File: src/rtl/rtc_alarm_pkg.sv
// Shared types and constants for the RTC alarm stage and its helpers.
package rtc_alarm_pkg;

   typedef enum logic [1:0] {
      IDLE    = 2'd0,
      RINGING = 2'd1,
      SNOOZE  = 2'd2
   } alarm_state_t;

   localparam int MASK_SEC  = 0;
   localparam int MASK_MIN  = 1;
   localparam int MASK_HOUR = 2;
   localparam int MASK_DAY  = 3;

   localparam int HOURS_PER_HALF_DAY = 12;

endpackage

File: src/rtl/rtc_alarm_if.sv
// Signal bundle between the RTC counter/host side (master) and the alarm stage (slave).
interface rtc_alarm_if;

   logic [5:0] cur_sec_i;
   logic [5:0] cur_min_i;
   logic [5:0] cur_hour_i;
   logic [1:0] cur_mode_i;
   logic [2:0] cur_day_of_week_i;
   logic [4:0] cur_day_of_month_i;
   logic       alarm_en_i;
   logic       alarm_wr_i;
   logic [5:0] alarm_sec_i;
   logic [5:0] alarm_min_i;
   logic [4:0] alarm_hour_i;
   logic [4:0] alarm_day_i;
   logic       alarm_dy_dt_i;
   logic [3:0] alarm_mask_i;
   logic       snooze_i;
   logic       stop_i;
   logic       flag_clr_i;
   logic       alarm_flag_o;
   logic       irq_o;
   logic       ring_o;
   logic       snoozing_o;

   modport master (
      output cur_sec_i, cur_min_i, cur_hour_i, cur_mode_i,
             cur_day_of_week_i, cur_day_of_month_i,
             alarm_en_i, alarm_wr_i, alarm_sec_i, alarm_min_i, alarm_hour_i,
             alarm_day_i, alarm_dy_dt_i, alarm_mask_i,
             snooze_i, stop_i, flag_clr_i,
      input  alarm_flag_o, irq_o, ring_o, snoozing_o
   );

   modport slave (
      input  cur_sec_i, cur_min_i, cur_hour_i, cur_mode_i,
             cur_day_of_week_i, cur_day_of_month_i,
             alarm_en_i, alarm_wr_i, alarm_sec_i, alarm_min_i, alarm_hour_i,
             alarm_day_i, alarm_dy_dt_i, alarm_mask_i,
             snooze_i, stop_i, flag_clr_i,
      output alarm_flag_o, irq_o, ring_o, snoozing_o
   );

endinterface

File: src/rtl/rtc_hour_to_24h.sv
// Combinational 12 h / 24 h hour normalisation; output is always 0-23.
module rtc_hour_to_24h
   import rtc_alarm_pkg::*;
(
   input  logic [5:0] hour,
   input  logic       is_12h,
   input  logic       is_pm,
   output logic [5:0] hour24
);

   localparam logic [5:0] HALF_DAY = 6'(HOURS_PER_HALF_DAY);

   always_comb begin
      hour24 = hour;
      if (is_12h) begin
         // 12 is the first hour of each half, so it maps to 0 (AM) or stays 12 (PM)
         if (hour == HALF_DAY) begin
            hour24 = is_pm ? HALF_DAY : 6'd0;
         end else if (is_pm) begin
            hour24 = hour + HALF_DAY;
         end
      end
   end

endmodule

File: src/rtl/rtc_alarm.sv
// Alarm compare, sticky flag, irq pulse and ring/snooze FSM on the 1 Hz RTC clock.
module rtc_alarm
   import rtc_alarm_pkg::*;
#(
   parameter int RING_SEC   = 60,
   parameter int SNOOZE_SEC = 300,
   parameter int MAX_SNOOZE = 3
) (
   input logic        clk_1Hz_i,
   input logic        rstn_i,
   rtc_alarm_if.slave bus
);

   localparam int CNT_MAX = (RING_SEC > SNOOZE_SEC) ? RING_SEC : SNOOZE_SEC;
   localparam int CNT_W   = $clog2(CNT_MAX + 1);
   localparam int SC_W    = (MAX_SNOOZE > 0) ? $clog2(MAX_SNOOZE + 1) : 1;

   localparam logic [CNT_W-1:0] RING_LOAD   = CNT_W'(RING_SEC - 1);
   localparam logic [CNT_W-1:0] SNOOZE_LOAD = CNT_W'(SNOOZE_SEC - 1);
   localparam logic [SC_W-1:0]  SNOOZE_LIM  = SC_W'(MAX_SNOOZE);

   logic [5:0]       alarm_sec_reg;
   logic [5:0]       alarm_min_reg;
   logic [4:0]       alarm_hour_reg;
   logic [4:0]       alarm_day_reg;
   logic             alarm_dy_dt_reg;
   logic [3:0]       alarm_mask_reg;
   logic [5:0]       prev_sec_reg;
   alarm_state_t     state_reg, state_next;
   logic [CNT_W-1:0] cnt_reg, cnt_next;
   logic [SC_W-1:0]  snooze_cnt_reg, snooze_cnt_next;
   logic             flag_reg, flag_next;
   logic             irq_reg;

   logic [5:0] hour24;
   logic [3:0] field_eq;
   logic [3:0] field_ok;
   logic       match;
   logic       trigger;

   rtc_hour_to_24h u_hour (
      .hour   (bus.cur_hour_i),
      .is_12h (bus.cur_mode_i[0]),
      .is_pm  (bus.cur_mode_i[1]),
      .hour24 (hour24)
   );

   assign field_eq[MASK_SEC]  = (bus.cur_sec_i == alarm_sec_reg);
   assign field_eq[MASK_MIN]  = (bus.cur_min_i == alarm_min_reg);
   assign field_eq[MASK_HOUR] = (hour24 == {1'b0, alarm_hour_reg});
   assign field_eq[MASK_DAY]  = alarm_dy_dt_reg
                              ? (alarm_day_reg == {2'b00, bus.cur_day_of_week_i})
                              : (alarm_day_reg == bus.cur_day_of_month_i);

   genvar gi;
   generate
      for (gi = 0; gi < 4; gi++) begin : g_field
         assign field_ok[gi] = alarm_mask_reg[gi] | field_eq[gi];
      end
   endgenerate

   assign match = &field_ok;

   // Edge on the seconds field makes a stalled counter unable to re-trigger
   assign trigger = bus.alarm_en_i & match & (bus.cur_sec_i != prev_sec_reg) & ~bus.alarm_wr_i;

   always_comb begin
      flag_next = flag_reg;
      if (trigger) begin
         flag_next = 1'b1;
      end else if (bus.flag_clr_i && !bus.alarm_wr_i) begin
         flag_next = 1'b0;
      end
   end

   always_comb begin
      state_next      = state_reg;
      cnt_next        = cnt_reg;
      snooze_cnt_next = snooze_cnt_reg;
      if (bus.alarm_wr_i || !bus.alarm_en_i || bus.stop_i) begin
         state_next = IDLE;
      end else begin
         unique case (state_reg)
            IDLE: begin
               if (trigger) begin
                  state_next      = RINGING;
                  cnt_next        = RING_LOAD;
                  snooze_cnt_next = '0;
               end
            end
            RINGING: begin
               if (bus.snooze_i) begin
                  if (snooze_cnt_reg < SNOOZE_LIM) begin
                     state_next      = SNOOZE;
                     cnt_next        = SNOOZE_LOAD;
                     snooze_cnt_next = snooze_cnt_reg + 1'b1;
                  end else begin
                     state_next = IDLE;
                  end
               end else if (cnt_reg == '0) begin
                  state_next = IDLE;
               end else begin
                  cnt_next = cnt_reg - 1'b1;
               end
            end
            SNOOZE: begin
               if (trigger || cnt_reg == '0) begin
                  state_next = RINGING;
                  cnt_next   = RING_LOAD;
               end else begin
                  cnt_next = cnt_reg - 1'b1;
               end
            end
            default: state_next = IDLE;
         endcase
      end
   end

   always_ff @(posedge clk_1Hz_i) begin
      if (!rstn_i) begin
         alarm_sec_reg   <= '0;
         alarm_min_reg   <= '0;
         alarm_hour_reg  <= '0;
         alarm_day_reg   <= '0;
         alarm_dy_dt_reg <= 1'b0;
         alarm_mask_reg  <= 4'b1111;
         prev_sec_reg    <= '0;
         state_reg       <= IDLE;
         cnt_reg         <= '0;
         snooze_cnt_reg  <= '0;
         flag_reg        <= 1'b0;
         irq_reg         <= 1'b0;
      end else begin
         if (bus.alarm_wr_i) begin
            alarm_sec_reg   <= bus.alarm_sec_i;
            alarm_min_reg   <= bus.alarm_min_i;
            alarm_hour_reg  <= bus.alarm_hour_i;
            alarm_day_reg   <= bus.alarm_day_i;
            alarm_dy_dt_reg <= bus.alarm_dy_dt_i;
            alarm_mask_reg  <= bus.alarm_mask_i;
         end
         prev_sec_reg   <= bus.cur_sec_i;
         state_reg      <= state_next;
         cnt_reg        <= cnt_next;
         snooze_cnt_reg <= snooze_cnt_next;
         flag_reg       <= flag_next;
         irq_reg        <= trigger;
      end
   end

   assign bus.alarm_flag_o = flag_reg;
   assign bus.irq_o        = irq_reg;
   assign bus.ring_o       = (state_reg == RINGING);
   assign bus.snoozing_o   = (state_reg == SNOOZE);

endmodule

File: src/flat_wrapper.sv
// flat-port wrapper written by rule: the top's interface ports become plain ports
module rtc_alarm_flat import rtc_alarm_pkg::*;
#(
   parameter int RING_SEC   = 60,
   parameter int SNOOZE_SEC = 300,
   parameter int MAX_SNOOZE = 3
)
  (clk_1Hz_i, rstn_i, bus_cur_sec_i, bus_cur_min_i, bus_cur_hour_i, bus_cur_mode_i, bus_cur_day_of_week_i, bus_cur_day_of_month_i, bus_alarm_en_i, bus_alarm_wr_i, bus_alarm_sec_i, bus_alarm_min_i, bus_alarm_hour_i, bus_alarm_day_i, bus_alarm_dy_dt_i, bus_alarm_mask_i, bus_snooze_i, bus_stop_i, bus_flag_clr_i, bus_alarm_flag_o, bus_irq_o, bus_ring_o, bus_snoozing_o);
  rtc_alarm_if bus_i ();
  input logic clk_1Hz_i;
  input logic rstn_i;
  input wire logic [$bits(bus_i.cur_sec_i)-1:0] bus_cur_sec_i;
  input wire logic [$bits(bus_i.cur_min_i)-1:0] bus_cur_min_i;
  input wire logic [$bits(bus_i.cur_hour_i)-1:0] bus_cur_hour_i;
  input wire logic [$bits(bus_i.cur_mode_i)-1:0] bus_cur_mode_i;
  input wire logic [$bits(bus_i.cur_day_of_week_i)-1:0] bus_cur_day_of_week_i;
  input wire logic [$bits(bus_i.cur_day_of_month_i)-1:0] bus_cur_day_of_month_i;
  input wire logic [$bits(bus_i.alarm_en_i)-1:0] bus_alarm_en_i;
  input wire logic [$bits(bus_i.alarm_wr_i)-1:0] bus_alarm_wr_i;
  input wire logic [$bits(bus_i.alarm_sec_i)-1:0] bus_alarm_sec_i;
  input wire logic [$bits(bus_i.alarm_min_i)-1:0] bus_alarm_min_i;
  input wire logic [$bits(bus_i.alarm_hour_i)-1:0] bus_alarm_hour_i;
  input wire logic [$bits(bus_i.alarm_day_i)-1:0] bus_alarm_day_i;
  input wire logic [$bits(bus_i.alarm_dy_dt_i)-1:0] bus_alarm_dy_dt_i;
  input wire logic [$bits(bus_i.alarm_mask_i)-1:0] bus_alarm_mask_i;
  input wire logic [$bits(bus_i.snooze_i)-1:0] bus_snooze_i;
  input wire logic [$bits(bus_i.stop_i)-1:0] bus_stop_i;
  input wire logic [$bits(bus_i.flag_clr_i)-1:0] bus_flag_clr_i;
  output wire logic [$bits(bus_i.alarm_flag_o)-1:0] bus_alarm_flag_o;
  output wire logic [$bits(bus_i.irq_o)-1:0] bus_irq_o;
  output wire logic [$bits(bus_i.ring_o)-1:0] bus_ring_o;
  output wire logic [$bits(bus_i.snoozing_o)-1:0] bus_snoozing_o;
  assign bus_i.cur_sec_i = bus_cur_sec_i;
  assign bus_i.cur_min_i = bus_cur_min_i;
  assign bus_i.cur_hour_i = bus_cur_hour_i;
  assign bus_i.cur_mode_i = bus_cur_mode_i;
  assign bus_i.cur_day_of_week_i = bus_cur_day_of_week_i;
  assign bus_i.cur_day_of_month_i = bus_cur_day_of_month_i;
  assign bus_i.alarm_en_i = bus_alarm_en_i;
  assign bus_i.alarm_wr_i = bus_alarm_wr_i;
  assign bus_i.alarm_sec_i = bus_alarm_sec_i;
  assign bus_i.alarm_min_i = bus_alarm_min_i;
  assign bus_i.alarm_hour_i = bus_alarm_hour_i;
  assign bus_i.alarm_day_i = bus_alarm_day_i;
  assign bus_i.alarm_dy_dt_i = bus_alarm_dy_dt_i;
  assign bus_i.alarm_mask_i = bus_alarm_mask_i;
  assign bus_i.snooze_i = bus_snooze_i;
  assign bus_i.stop_i = bus_stop_i;
  assign bus_i.flag_clr_i = bus_flag_clr_i;
  assign bus_alarm_flag_o = bus_i.alarm_flag_o;
  assign bus_irq_o = bus_i.irq_o;
  assign bus_ring_o = bus_i.ring_o;
  assign bus_snoozing_o = bus_i.snoozing_o;
  rtc_alarm #(.RING_SEC(RING_SEC), .SNOOZE_SEC(SNOOZE_SEC), .MAX_SNOOZE(MAX_SNOOZE)) u_core (.clk_1Hz_i(clk_1Hz_i), .rstn_i(rstn_i), .bus(bus_i));
endmodule
File: config.mk
export PLATFORM = sky130hd
export DESIGN_NAME = rtc_alarm_flat
export DESIGN_NICKNAME = d
export VERILOG_FILES = /design/src/rtl/rtc_alarm_pkg.sv /design/src/rtl/rtc_alarm_if.sv /design/src/rtl/rtc_hour_to_24h.sv /design/src/rtl/rtc_alarm.sv /design/src/flat_wrapper.sv
export SDC_FILE = /design/constraint.sdc
export NUM_CORES = 1
export LEC_CHECK = 0
export BUFFER_PORTS_ARGS = -buffer_cell sky130_fd_sc_hd__buf_4
export CORE_MARGIN = 3
export CORE_UTILIZATION = 48
export DETAILED_ROUTE_END_ITERATION = 6
export GPL_ROUTABILITY_DRIVEN = 0
export PLACE_DENSITY = 0.73
export SETUP_SLACK_MARGIN = 0.2
export SYNTH_ARGS = -nofsm -noshare
export SYNTH_HDL_FRONTEND = slang
export SYNTH_HIERARCHICAL = 1
export SYNTH_SLANG_ARGS = --single-unit
File: constraint.sdc
create_clock -name clk_1Hz_i -period 3.35 [get_ports clk_1Hz_i]
set_input_delay 0.67 -clock clk_1Hz_i [delete_from_list [all_inputs] [get_ports clk_1Hz_i]]
set_output_delay 0.67 -clock clk_1Hz_i [all_outputs]
set_load 0.02 [all_outputs]
==> impl_metrics.tcl, run 1 <==
set metrics [dict create \
    io_buffers 65 \
    cts_hold_buf 0 \
    grt_pass1_vias 2322 \
    dieArea_um2 6291 \
    ant_nets 0 \
    cts_inserted_buffers 5 \
    power_uw 1270 \
    row_count 26 \
    hpwl_um 4469 \
    yosysSeqAreaShare 0.3725 \
    final_area_um2 3485 \
    worstMarginPinSlew_ns 0.5602 \
    finalHoldViolCount 0 \
    status "finished, final reports clean" \
    crit_fanout 5 \
    synth_largest_area_cell "dfxtp_1" \
    synth_cell_types 52 \
    largest_reg_flops 9 \
    first_pass_iters 4 \
    maxSlewViolCount 0 \
    syn_area_per_cell_um2 9.021 \
    syn_area_um2 2580 \
    async_reset_ff_frac 0 \
    fp.dieW_um 79.32 \
    h-tree-depth 2 \
    post_drt_wl_per_cell_um 13.46 \
    synth_commonest_cells "dfxtp_1, nor2_1, mux2i_1" \
    drive_above_1_share 0.3207 \
    routed_wl_um 5895 \
    antenna-diode-count 0 \
    ys_warn_count 6 \
    finalCritPeriodShare 0.9499 \
    cp.arrival_ns 3.38 \
    max_freq_mhz 314.3 \
    routed_via_density 5.142 \
    tritoncts "done" \
    root_buffer "clkbuf_8" \
    cp.required_ns 3.55 \
    grt_overflow 0 \
    slowest_delay_ns 0.48 \
    fin_nets 437 \
    clockBufferDepth 2 \
    timing.final.ws_setup_ns 0.1679 \
    syn_nets 356 \
    finalCriticalPeriod_ns 3.182 \
    clock_sinks 48 \
    leakage_uw 0.001573 \
    synth_seq_cells 48 \
    netlist_instances 286 \
    finalSetupViolCount 0 \
    gr-usage-all-layers 0.2026 \
    yosys-top-cells-area "dfxtp_1, mux2i_1, xor2_1" \
    cp-start-kind "input pin" \
    crit_chain "buf_8 > ha_4 > nor3b_4 > or4b_4 > o211ai_1 > xor2_1 > nor4_2 > a21oi_1 > or4_4 > o21ai_2 > nor4b_4 > buf_4 > buf_6 > o22ai_4 > o2bb2ai_2" \
    placed_cells 430 \
    relSlewSlack 0.6260 \
    crit_slowest_cell "or4b_4" \
    cts.clk_slew.worst_paths_ns 0.09 \
    drt-initial-drc-count 113 \
    worst_clock_skew_ns 0.007075 \
    post_cts_buffers 0 \
    hold_class "reg2reg" \
    pre_cts_ws_ns -0.2676 \
    fin_cells 438 \
    ioPinCount 66 \
    placed_area_um2 3293 \
    maxCapViolations 0 \
    grt_pass1_wl_um 10190 \
    cp_top_family "simple AND/OR/NAND/NOR gates" \
    synth_top_flop_cell "dfxtp_1" \
    yosysTopAreaCellShare 0.3725 \
    drc 0 \
    antenna_found_initial 0 \
    rsz0062_at_grt "true" \
    grt_max_degree 29 \
    cp_num_buf_inv 3 \
    synth-edff-count 0 \
    p_per_area_nw_per_um2 364.5 \
    clkLatencyLatePin_ns 0.30 \
    syn_to_final_growth_pct 35.06 \
    fp.dieH_um 79.32 \
    synth_most_common_cell "dfxtp_1" \
    core_um2 5140 \
    ir_drop_mv 0.2257 \
    worst-setup-path-type "in2reg" \
    num_vias 2252 \
    cp-end-kind "flip-flop" \
    postLayoutCoreUtil 0.6779 \
    start_util 0.5019 \
]
==> final cells by class <==
type	count	area, µm²
Fill cell	445	1655
Clock inverter	2	38.79
Timing Repair Buffer	87	671.9
Tap cell	70	87.58
Multi-Input combinational cell	215	1605
Sequential cell	48	960.9
Inverter	10	37.54
Clock buffer	6	82.58
==> logic make-up (layout without fill, tap and decap cells) <==
group | after synthesis | count (layout) | synth area share
multiplexers | 32 | 32 | 0.1246
buffers and inverters | 23 | 105 | 0.03685
flip-flops | 48 | 48 | 0.3725
AND/OR/NAND/NOR | 95 | 95 | 0.1940
adder cells (fa/ha/maj) | 8 | 8 | 0.03880
XOR/XNOR | 30 | 30 | 0.1018
AO/OA/AOI/OAI | 50 | 50 | 0.1314
==> per-layer routing <==
layer	vias to the layer above	global-route usage	share of wire	wire length, µm
li1	1155	-	-	-
met1	1030	0.2533	0.45	2645
met2	58	0.3384	0.48	2837
met3	9	0.04875	0.053	315
met4	0	0.07216	0.016	96
met5	-	0	0	0
==> power by group <==
part / internal [µW] / leakage (µW) / switching (µW) / total [µW]
Clock: 244 / 0.0000614 / 192 / 436
Sequential: 596 / 0.000394 / 17.4 / 613
Combinational: 126 / 0.00112 / 94.9 / 221
==> final timing paths <==
path | start | to | slack (ns) | cells after the start
max | bus_cur_hour_i[2] | u_core/cnt_reg[2] | 0.17 | 15
min | u_core/cnt_reg[7] | u_core/cnt_reg[7] | 0.48 | 1
max reg2reg | u_core/cnt_reg[0] | u_core/cnt_reg[1] | 0.61 | 10
min reg2reg | u_core/cnt_reg[7] | u_core/cnt_reg[7] | 0.48 | 1
==> timing repair <==
| action | in CTS | in global routing |
|---|---|---|
| endpoints found under the setup margin | 12 | 12 |
| gates resized for setup | 9 | 10 |
| pin swaps | 0 | 6 |
==> stage by stage <==
stage,setup TNS (ns),hold WS (ns)
6_report,0,0.4787
5_1_grt,0,0.5040
4_1_cts,0,0.4852
3_5_place_dp,-2.466,0.4665
3_3_place_gp,-1.164,0.4502
2_1_floorplan,0,0.4333
==> placed cells by master (no fill, tap or decap), types with 5 or more instances in the layout <==
master / instances
nand2b_1: 5
xnor2_1: 9
xor2_1: 21
nand2_1: 19
ha_1: 7
inv_1: 9
dfxtp_1: 48
and2_1: 8
nor2_1: 34
o21ai_0: 8
nand3_1: 7
a31oi_1: 6
clkbuf_8: 6
a21oi_1: 5
buf_4: 83
mux2i_1: 31
Power figures use the tool's default switching activity.
==> run 2, diff against run 1 <==
- CORE_ASPECT_RATIO: unset -> 0.6
- SKIP_LAST_GASP: unset -> 1
==> run 2 against run 1 <==
  * Sequential share of layout area up 0.32 points
  * Sequential cell count unchanged
  * Core utilization up 2.9 points
  * Critical path type unchanged
  * Largest cell class unchanged
==> impl_metrics.tcl, run 2 (synthesis gave the netlist of run 1 again) <==
set metrics [dict create \
    cp.required_ns 3.55 \
    grt_pass1_vias 2168 \
    clkLatencyLatePin_ns 0.30 \
    finalCritPeriodShare 0.9416 \
    worst-setup-path-type "in2reg" \
    cp-end-kind "flip-flop" \
    first_pass_iters 5 \
    maxSlewViolCount 0 \
    grt_max_degree 29 \
    p_per_area_nw_per_um2 348.6 \
    antenna_found_initial 0 \
    grt_pass1_wl_um 10190 \
    largest_reg_flops 9 \
    top_usage_layer "met2" \
    use_met1 0.2805 \
    root_buffer "clkbuf_8" \
    leakage_uw 0.001551 \
    clockBufferDepth 2 \
    routed_wl_um 6294 \
    ff_latch_area_um2 960.9 \
    h-tree-depth 2 \
    nFillCells 398 \
    core_um2 4873 \
    final_common_cell "buf_4" \
    multiInputGateArea_um2 1634 \
    crit_slowest_cell "or4b_4" \
    cts_inserted_buffers 5 \
    ant_nets 0 \
    ioPinCount 66 \
    num_vias 2272 \
    post_drt_wl_per_cell_um 14.77 \
    cp-start-kind "input pin" \
    fin_nets 432 \
    met3_usage 0.05240 \
    crit_fanout 5 \
    hpwl_um 4724 \
    row_count 19 \
    fin_cells 426 \
    status "finished, final reports clean" \
    grt_use_met2 0.2984 \
    drt-initial-drc-count 119 \
    finalSetupViolCount 0 \
    placed_cells 417 \
    antenna-diode-count 0 \
    cp_top_family "simple AND/OR/NAND/NOR gates" \
    max_freq_mhz 317.0 \
    final_cell_mix "buf_4, dfxtp_1, nor2_1" \
    io_buffers 65 \
    slowest_delay_ns 0.48 \
    syn_to_final_growth_pct 33.51 \
    final_area_um2 3445 \
    tritoncts "done" \
    relSlewSlack 0.5997 \
    ir_drop_mv 0.2550 \
    maxCapViolations 0 \
    cp_num_buf_inv 2 \
    clock_sinks 48 \
    finalCriticalPeriod_ns 3.154 \
    fp.dieW_um 100.7 \
    drc 0 \
    crit_chain "buf_8 > ha_4 > nor3b_4 > or4b_4 > o211ai_1 > xor2_1 > nor4_2 > a21oi_1 > or4_4 > o21ai_4 > nor4b_4 > buf_6 > nand3_2 > o221a_2" \
    placed_area_um2 3239 \
    cp.arrival_ns 3.35 \
    routed_via_density 5.333 \
    fp.dieH_um 62.79 \
    start_util 0.5294 \
    finalHoldViolCount 0 \
    worstMarginPinSlew_ns 0.5950 \
    dieArea_um2 6320 \
    drive_above_1_share 0.3196 \
    rsz0062_at_grt "true" \
    hold_class "reg2reg" \
    worst_clock_skew_ns 0.006006 \
    gr-usage-all-layers 0.1972 \
    cts.clk_slew.worst_paths_ns 0.09 \
    grt_overflow 0 \
    post_cts_buffers 0 \
]
run 2: cell types whose count changed in the layout (fill, tap and decap cells not counted), sizes merged:
cell,change
buf,-5
clkinvlp,+2
bufinv,-1
clkinv,-1
run 2: where the power goes:
group          switching (µW)  internal, µW  total (µW)
clock                     201           167         368
sequential               17.7           596         614
combinational            97.5           121         219
run 2: final cells by class:
cell class | count | share of cell area
multi-input combinational | 215 | 0.4744
inverter | 10 | 0.01090
clock inverter | 2 | 0.004359
clock buffer | 6 | 0.02397
tap | 63 | 0.02288
sequential | 48 | 0.2790
timing repair buffer | 82 | 0.1845
run 2: timing repair:
item | 4_1_cts | 5_1_grt
gates cloned | 0 | 1
pin swaps | 2 | 2
setup endpoints to repair | 12 | 13
gates resized for setup | 2 | 22
hold buffers | 0 | 0
run 2: per-layer routing:
layer | wire (µm) | up-vias
met4 | 42 | 0
met3 | 514 | 5
met1 | 3047 | 1039
li1 | - | 1150
met2 | 2690 | 78
met5 | 0 | -
run 2: worst paths after layout:
path | cells after the start | slack, ns | endpoint | start
hold / removal | 1 | 0.48 | u_core/cnt_reg[7] | u_core/cnt_reg[7]
hold reg to reg | 1 | 0.48 | u_core/cnt_reg[7] | u_core/cnt_reg[7]
setup reg to reg | 9 | 0.84 | u_core/cnt_reg[1] | u_core/alarm_sec_reg[0]
setup / recovery | 14 | 0.20 | u_core/cnt_reg[1] | bus_cur_hour_i[2]
run 2: through the flow:
| stage | power (µW) | hold WS [ns] | setup TNS, ns | setup WS [ns] | util |
|---|---|---|---|---|---|
| final | 1201 | 0.4807 | 0 | 0.1957 | 0.7068 |
| after global routing | 1267 | 0.4953 | -0.003102 | -0.003102 | 0.7068 |
| after CTS | 1201 | 0.4785 | 0 | 0.1477 | 0.6868 |
| after detailed placement | 836.0 | 0.4584 | -2.214 | -0.2303 | 0.6647 |
| after global placement | 831.2 | 0.4536 | -0.3092 | -0.06599 | 0.6647 |
| after floorplan | 737.6 | 0.4333 | 0 | 0.1802 | - |
==> run 3, diff against run 2 <==
- CORE_MARGIN: 3 -> 2
- MAX_ROUTING_LAYER: unset -> met4
==> run 3 against run 2 <==
  * Global-route usage grew 1.4 points
  * Wire length shrank 2.3%
  * First-iteration DRC count shrank 2.5%
  * Critical path depth grew 1
  * Clock skew shrank 0.0013 ns
  * Critical endpoint is now u_core/cnt_reg[6]
  * Non-clock buffer count shrank 6
==> impl_metrics.tcl, run 3 (synthesis gave the netlist of run 1 again) <==
set metrics [dict create \
    hold_class "reg2reg" \
    r2r-start "u_core/cnt_reg[0]" \
    drt-initial-drc-count 116 \
    clock_sinks 48 \
    cp-start-kind "input pin" \
    maxCapViolations 0 \
    num_vias 2241 \
    wl_met1_um 3035 \
    routed_wl_um 6152 \
    fp.dieH_um 60.79 \
    cts.clk_slew.worst_paths_ns 0.09 \
    final_common_cell "buf_4" \
    min_path_cells 1 \
    highest_layer "met4" \
    p_int_uw 881.5 \
    finalHoldViolCount 0 \
    r2r-end "u_core/cnt_reg[1]" \
    final_cell_mix "buf_4, dfxtp_1, nor2_1" \
    status "finished, final reports clean" \
    routed_via_density 5.298 \
    relSlewSlack 0.6161 \
    cp-end-kind "flip-flop" \
    p_comb_frac 0.181 \
    ir_drop_mv 0.2274 \
    clockBufferDepth 2 \
    finalSetupViolCount 0 \
    first_pass_iters 4 \
    leakage_uw 0.001496 \
    min_delay_worst_endpoint "u_core/cnt_reg[7]" \
    tritoncts "done" \
    maxSlewViolCount 0 \
    max_freq_mhz 312.3 \
    finalCriticalPeriod_ns 3.202 \
    grt_pass1_vias 2163 \
    gr-usage-all-layers 0.2117 \
    cp.required_ns 3.54 \
    grt_max_degree 29 \
    grt_pass1_wl_um 9798 \
    drc 0 \
    core_um2 5130 \
    power_uw 1195 \
    placed_area_um2 3211 \
    worstMarginPinSlew_ns 0.5745 \
    finalCritPeriodShare 0.9559 \
    cp.arrival_ns 3.39 \
    power_switching_uw 313.8 \
    cts_inserted_buffers 5 \
    start_util 0.5029 \
    rsz0062_at_grt "true" \
    antenna-diode-count 0 \
    grt_overflow 0 \
    hold_path_startpoint "u_core/cnt_reg[7]" \
    fin_nets 426 \
    worst_clock_skew_ns 0.004659 \
    drive_above_1_share 0.2969 \
    swShare 0.2625 \
    worst-setup-path-type "in2reg" \
    routed-wl-met3_um 377 \
    h-tree-depth 2 \
    final_area_um2 3373 \
    p_per_area_nw_per_um2 354.3 \
    route.met2.wl_um 2679 \
    p_seq_frac 0.513 \
    root_buffer "clkbuf_8" \
    largest_reg_flops 9 \
    io_buffers 65 \
    reg2reg_slack_ns 0.63 \
    pwr-share-clk 0.307 \
    row_count 20 \
    ant_nets 0 \
    fp.dieW_um 98.65 \
    hpwl_um 4457 \
    clkLatencyLatePin_ns 0.30 \
    ioPinCount 66 \
    r2r_cells 10 \
    syn_to_final_growth_pct 30.75 \
    dieArea_um2 5997 \
    antenna_found_initial 0 \
    post_drt_wl_per_cell_um 14.54 \
    crit_fanout 6 \
]
run 3: cell types whose count changed in the layout (fill, tap and decap cells not counted), sizes merged:
cell / delta
buf: -6
run 3: through the flow:
| stage | TNS [ns] | hold slack [ns] | instances | worst slack, ns | util |
|---|---|---|---|---|---|
| floorplan | 0 | 0.4333 | 286 | 0.1802 | - |
| global placement | -0.1986 | 0.4506 | 414 | -0.05432 | 0.6259 |
| detailed placement | -1.248 | 0.4526 | 414 | -0.1650 | 0.6259 |
| CTS | 0 | 0.4749 | 422 | 0.2052 | 0.6483 |
| global route | 0 | 0.4921 | 423 | 0.07341 | 0.6576 |
| finish | 0 | 0.4775 | 423 | 0.1479 | 0.6576 |
run 3: layer usage:
metal / vias to the layer above / global-route usage
met5: - / -
met4: 0 / 0.04110
met3: 7 / 0.04839
met2: 74 / 0.3450
met1: 1024 / 0.2763
li1: 1136 / -
run 3: worst max-delay path, cell delays in order:
cell and delay [ns]:
buf_8 0.08, ha_4 0.12, nor3b_4 0.17, or4b_4 0.49, o211ai_1 0.13, xor2_1 0.14, nor4_2 0.17, a21oi_1 0.11
or4_4 0.44, o21ai_2 0.15, nor4b_4 0.22, buf_6 0.16, buf_12 0.11, o22a_1 0.15, o31ai_2 0.06
run 3: final cells by class:
type                       instances  area, µm²
timing repair buffer              76      601.8
sequential                        48      960.9
clock buffer                       6      82.58
multi-input combinational        215       1593
inverter                          10      37.54
tap                               66      82.58
clock inverter                     2      15.01
fill                             427       1757
run 3: worst max-delay path by stage:
stage,start,to,slack [ns]
after floorplan,bus_cur_hour_i[2],u_core/cnt_reg[1],0.18
after global placement,bus_cur_hour_i[2],u_core/cnt_reg[1],-0.05
after detailed placement,bus_cur_hour_i[2],u_core/cnt_reg[1],-0.17
after CTS,bus_cur_hour_i[2],u_core/cnt_reg[7],0.21
after global routing,bus_cur_hour_i[2],u_core/cnt_reg[6],0.07
final,bus_cur_hour_i[2],u_core/cnt_reg[6],0.15
run 3: power by group through the flow:
stage / combinational [µW] / sequential, µW / clock [µW]
finish: 216 / 613 / 367
global route: 235 / 616 / 403
CTS: 209 / 613 / 375
detailed placement: 207 / 626 / 0
global placement: 203 / 625 / 0
floorplan: 115 / 623 / 0
run 3: timing repair:
item / CTS / global route
setup buffers: 0 / 1
pin swaps: 2 / 3
setup endpoints to repair: 6 / 12
gates resized for setup: 4 / 11
hold buffers: 0 / 0
gates cloned: 0 / 0
